===== src/rtl/uart_tx_fifo.sv =====
// Byte FIFO feeding a UART transmitter. The default frame is 8N1.
// Defining UART_TX_PARITY_EN inserts an even-parity bit, which makes the frame 8E1.
module uart_tx_fifo #(
    parameter int CLKS_PER_BIT = 8,
    parameter int FIFO_DEPTH   = 4
) (
    input  logic       clk,
    input  logic       rst,
    input  logic [7:0] in_data,
    input  logic       in_valid,
    output logic       in_ready,
    output logic       tx,
    output logic       active,
    output logic       done,
    output logic       overflow
);

    localparam int AW = (FIFO_DEPTH > 2) ? $clog2(FIFO_DEPTH) : 1;
    localparam int BW = (CLKS_PER_BIT > 2) ? $clog2(CLKS_PER_BIT) : 1;
    localparam logic [BW-1:0] BAUD_LAST = BW'(CLKS_PER_BIT - 1);
    localparam logic [AW:0]   DEPTH_C   = (AW+1)'(FIFO_DEPTH);

`ifdef UART_TX_PARITY_EN
    typedef enum logic [2:0] {IDLE, START, DATA, PARITY, STOP} state_t;
`else
    typedef enum logic [1:0] {IDLE, START, DATA, STOP} state_t;
`endif

    logic [7:0]    mem [FIFO_DEPTH];
    logic [AW-1:0] wr_ptr;
    logic [AW-1:0] rd_ptr;
    logic [AW:0]   count;
    logic          full;
    logic          empty;
    logic          push;
    logic          pop;

    state_t        state;
    logic [BW-1:0] baud;
    logic [2:0]    bit_idx;
    logic [7:0]    data_reg;
    logic          baud_last;

    assign full      = (count == DEPTH_C);
    assign empty     = (count == '0);
    assign in_ready  = !full;
    assign push      = in_valid && !full;
    assign baud_last = (baud == BAUD_LAST);
    // A byte leaves the FIFO from IDLE, or from the last stop cycle so that frames run back to back.
    assign pop       = !empty && ((state == IDLE) || ((state == STOP) && baud_last));

    always_ff @(posedge clk) begin
        if (push)
            mem[wr_ptr] <= in_data;
    end

    always_ff @(posedge clk) begin
        if (rst) begin
            wr_ptr   <= '0;
            rd_ptr   <= '0;
            count    <= '0;
            overflow <= 1'b0;
        end else begin
            if (push)
                wr_ptr <= wr_ptr + 1'b1;
            if (pop)
                rd_ptr <= rd_ptr + 1'b1;
            case ({push, pop})
                2'b10:   count <= count + 1'b1;
                2'b01:   count <= count - 1'b1;
                default: count <= count;
            endcase
            if (in_valid && full)
                overflow <= 1'b1;
        end
    end

    // The registered line outputs show the state of the previous cycle.
    // This is why tx falls one cycle after the pop.
    always_ff @(posedge clk) begin
        if (rst) begin
            state    <= IDLE;
            baud     <= '0;
            bit_idx  <= '0;
            data_reg <= '0;
            tx       <= 1'b1;
            active   <= 1'b0;
            done     <= 1'b0;
        end else begin
            active <= (state != IDLE);
            done   <= (state == STOP) && baud_last;

            case (state)
                IDLE: begin
                    tx   <= 1'b1;
                    baud <= '0;
                    if (pop) begin
                        data_reg <= mem[rd_ptr];
                        state    <= START;
                    end
                end
                START: begin
                    tx <= 1'b0;
                    if (baud_last) begin
                        baud    <= '0;
                        bit_idx <= '0;
                        state   <= DATA;
                    end else begin
                        baud <= baud + 1'b1;
                    end
                end
                DATA: begin
                    tx <= data_reg[bit_idx];
                    if (baud_last) begin
                        baud <= '0;
                        if (bit_idx == 3'd7) begin
`ifdef UART_TX_PARITY_EN
                            state <= PARITY;
`else
                            state <= STOP;
`endif
                        end else begin
                            bit_idx <= bit_idx + 1'b1;
                        end
                    end else begin
                        baud <= baud + 1'b1;
                    end
                end
`ifdef UART_TX_PARITY_EN
                PARITY: begin
                    tx <= ^data_reg;
                    if (baud_last) begin
                        baud  <= '0;
                        state <= STOP;
                    end else begin
                        baud <= baud + 1'b1;
                    end
                end
`endif
                STOP: begin
                    tx <= 1'b1;
                    if (baud_last) begin
                        baud <= '0;
                        if (pop) begin
                            data_reg <= mem[rd_ptr];
                            state    <= START;
                        end else begin
                            state <= IDLE;
                        end
                    end else begin
                        baud <= baud + 1'b1;
                    end
                end
                default: begin
                    tx    <= 1'b1;
                    baud  <= '0;
                    state <= IDLE;
                end
            endcase
        end
    end

endmodule

===== config.mk =====
export PLATFORM = sky130hd
export DESIGN_NAME = uart_tx_fifo
export DESIGN_NICKNAME = d
export VERILOG_FILES = /design/src/rtl/uart_tx_fifo.sv
export SDC_FILE = /design/constraint.sdc
export NUM_CORES = 1
export LEC_CHECK = 0
export ABC_CLOCK_PERIOD_IN_PS = 2720
export CAP_MARGIN = 20
export CORE_MARGIN = 3
export CORE_UTILIZATION = 53
export CTS_BUF_LIST = sky130_fd_sc_hd__clkbuf_8
export CTS_CLUSTER_DIAMETER = 200
export DETAILED_ROUTE_END_ITERATION = 8
export DONT_BUFFER_PORTS = 1
export PLACE_DENSITY = 0.68
export SLEW_MARGIN = 20
export SYNTH_ARGS = -nofsm -noshare
export SYNTH_HDL_FRONTEND = slang
export SYNTH_SLANG_ARGS = --single-unit

===== constraint.sdc =====
create_clock -name clk -period 2.72 [get_ports clk]
set_input_delay 0.816 -clock clk [delete_from_list [all_inputs] [get_ports clk]]
set_output_delay 0.816 -clock clk [all_outputs]
set_load 0.02 [all_outputs]

==> summary.txt <==
GRT
  • Tot GR Track Use: 17.5%
  • Number of global-route vias before repair: 1,636
  • Initial antenna violation count: 0
  • Grt total ovfl: 0
  • First-pass GRT wire length: 7920 um
  • Largest net degree at the start of global routing: 27

Final layout
  • Max FFs per register: 32
  • FF/Latch Area: 1540 sq um
  • Final non-filler cell total: 287
  • Post-layout net count: 241
  • Most frequent cells in the layout: 32 x edfxtp_1, 29 x dfxtp_1, 19 x a21oi_1, 16 x o21ai_0, 13 x ha_1
  • Layout Area Growth over Synthesis: 10.4%
  • Post-Layout Inst Area: between 2000 and 3000 sq um
  • Fin util: 61.4%
  • Layout cells sized above 1: 18.2%
  • Area of the multi-input gates: 1060 sq um
  • Most common cell after layout, fill and taps aside: edfxtp_1
  • Antenna cells: 0
  • # fillers: 394

Clock tree
  • CTS root buf: clkbuf_8
  • Hold Buf Count CTS: 0
  • Total CTS buffers: 9
  • Clock sink count: between 60 and 70
  • Clk_lat worst skew: 0.34 ns
  • CTS Buffer Depth: 2
  • Setup bufs post-CTS: 0
  • Htree depth: 3
  • Post-CTS sizing: 0
  • CTS tree: yes
  • Clock transition at path regs: 0.07 ns

Floorplanning
  • Chip height: 77.1 um
  • IO Count: 16
  • Core Area: about 4800 sq um
  • DIE AREA: between 5000 and 6000 sq um
  • # rows: 25
  • Die width: 77.1 um
  • Starting density of the core: 55.7%

Worst setup path
  • CP Capture Type: register
  • Worst EP arrival: approximately 2.8 ns
  • CP max stage cell: or3_2
  • Max FO, Critical Path: 7
  • CP bufs+invs: 2
  • Critical path required time: about 3.0 ns
  • Delay-heaviest family, CP: adder cells
  • Critical Path, Cell by Cell: inv_1, ha_1, a21oi_1, nor2_1, ha_1, inv_1, fa_1, xor2_1, or3_2, a21oi_1
  • Worst Setup Start Kind: register
  • Max incr delay on CP: approximately 0.42 ns
  • Critical setup path kind: reg -> reg

Placement
  • Placed cells: 271
  • Final HPWL DP: 3230 um
  • Placed cell area: 2740 sq um
  • GPL Wtd Cong: 0.797
  • IO buf count: 0

Logic synthesis
  • Avg Cell Area, Syn: 12.6 sq um
  • Async S/R FF share, synth: 0%
  • Post-synth EDFFs: 32
  • Synth top area share: 35.8%
  • Mapped Nets: 238
  • Leading post-synthesis cells by cell area: edfxtp_1 36%, dfxtp_1 22%, mux4_2 6.7%, ha_1 6.5%, a21oi_1 3.5%
  • Synth Instances: 212
  • Sequential element share of the synthesized area: 57.5%
  • Mapped Area: 2680 sq um
  • Synth unique cells: 46
  • Area leader, netlist: edfxtp_1
  • Post-synth top flop: edfxtp_1
  • Yosys warns: 0
  • Flops & latches, synth: 61

STA
  • Setup TNS: 0 ns
  • Clock skew: 0.00912 ns
  • Slew HR: 64.8%
  • Minimum clock period: 2.51 ns
  • Unrepaired setup endpoints after global routing: false
  • Worst-margin pin slew: 0.513 ns
  • Peak Freq: 398 MHz
  • Hold Vio Cnt, Final: 0
  • Slew Limit Fails: 0
  • Period utilization: roughly 90%
  • Setup-failing EPs final: 0

Detailed routing
  • Vias per std cell: 5.69
  • Drc violations: 0
  • Drt initial violations: 120
  • DR vias: 1,634
  • Total routed wirelength: 4610 um
  • Drt pass-1 iters: 4
  • Final ANT Viol Nets: 0
  • WL per Instance: 16.1 um

Power
  • Leak: ~1.1 nW
  • Total power: roughly 3.1 mW
  • Pwr/cell area: approximately 1000 nW/um^2
  • Peak VDD IR: 0.564 mV

Flow run
  • Max-cap violations: 0

Run status
  • Status: finished, final reports clean

Min path
  • Hold WC Path Type: reg -> reg
-- area by class of cell --
class,instances,share of cell area [%]
clock inverters,7,3.30
flip-flops and latches,61,52.1
clock buffers,9,4.19
well taps,67,2.83
multi-input cells,131,35.7
repair buffers,3,0.761
inverters,9,1.14
-- synth_stat cells, types with 2 or more instances --
cell,instances
ha_1,14
inv_1,9
nor4_1,2
nor3b_1,2
buf_2,3
and3b_1,2
or3_2,2
nand3_1,11
a21oi_1,19
clkbuf_1,7
o21ai_0,16
mux4_2,8
nor2_1,9
a21o_1,2
edfxtp_1,32
o31ai_1,2
nor3_1,2
xor2_1,2
and2_1,5
nand2_1,4
and3_2,4
nor2b_1,2
dfxtp_1,29
mux2_2,2
-- cells by family (layout without fill, tap and decap cells) --
logic type                 after synthesis  after routing  synth area share [%]
DFF                                     61             61                  57.5
and+or+nand+nor                         54             54                  11.8
AOI/OAI and AO/OA                       48             48                  10.7
buffers and inverters                   20             28                  3.22
adders and majority gates               15             15                  7.28
muxes                                   12             12                  8.91
xor gates and xnor gates                 2              2                 0.653
-- final timing paths --
path	start	end	slack [ns]	depth (start not counted)
worst max-delay path	state[0]	count[2]	0.21	10
worst max register to register	state[0]	count[2]	0.21	10
worst min-delay path	baud[0]	baud[0]	0.44	1
worst min register to register	baud[0]	baud[0]	0.44	1
-- power by group --
group	internal (mW)	total, mW	switching (mW)
sequential	1.14	1.30	0.157
combinational	0.423	0.920	0.497
clock	0.520	0.886	0.367
-- worst register-to-register path: stages (launching register included) --
cell and delay [ns]:
dfxtp_1 0.36, inv_1 0.13, ha_1 0.30, a21oi_1 0.13
nor2_1 0.13, ha_1 0.21, inv_1 0.07, fa_1 0.38
xor2_1 0.17, or3_2 0.42, a21oi_1 0.17
-- per-stage QoR --
| stage | setup WS [ns] | hold slack, ns |
|---|---|---|
| 2_1_floorplan | 0.348 | 0.405 |
| 3_3_place_gp | 0.427 | 0.409 |
| 3_5_place_dp | 0.185 | 0.433 |
| 4_1_cts | 0.165 | 0.443 |
| 5_1_grt | 0.0186 | 0.458 |
| 6_report | 0.208 | 0.435 |
-- routing by layer --
| layer | GRT usage [%] | vias to the layer above | part of all wire, % |
|---|---|---|---|
| li1 | - | 801 | - |
| met5 | 0 | - | 0 |
| met1 | 22.5 | 789 | 46 |
| met4 | 7.47 | 0 | 1.8 |
| met2 | 26.3 | 37 | 46 |
| met3 | 6.81 | 7 | 5.5 |
No activity file was read; power rests on OpenSTA's default activity.
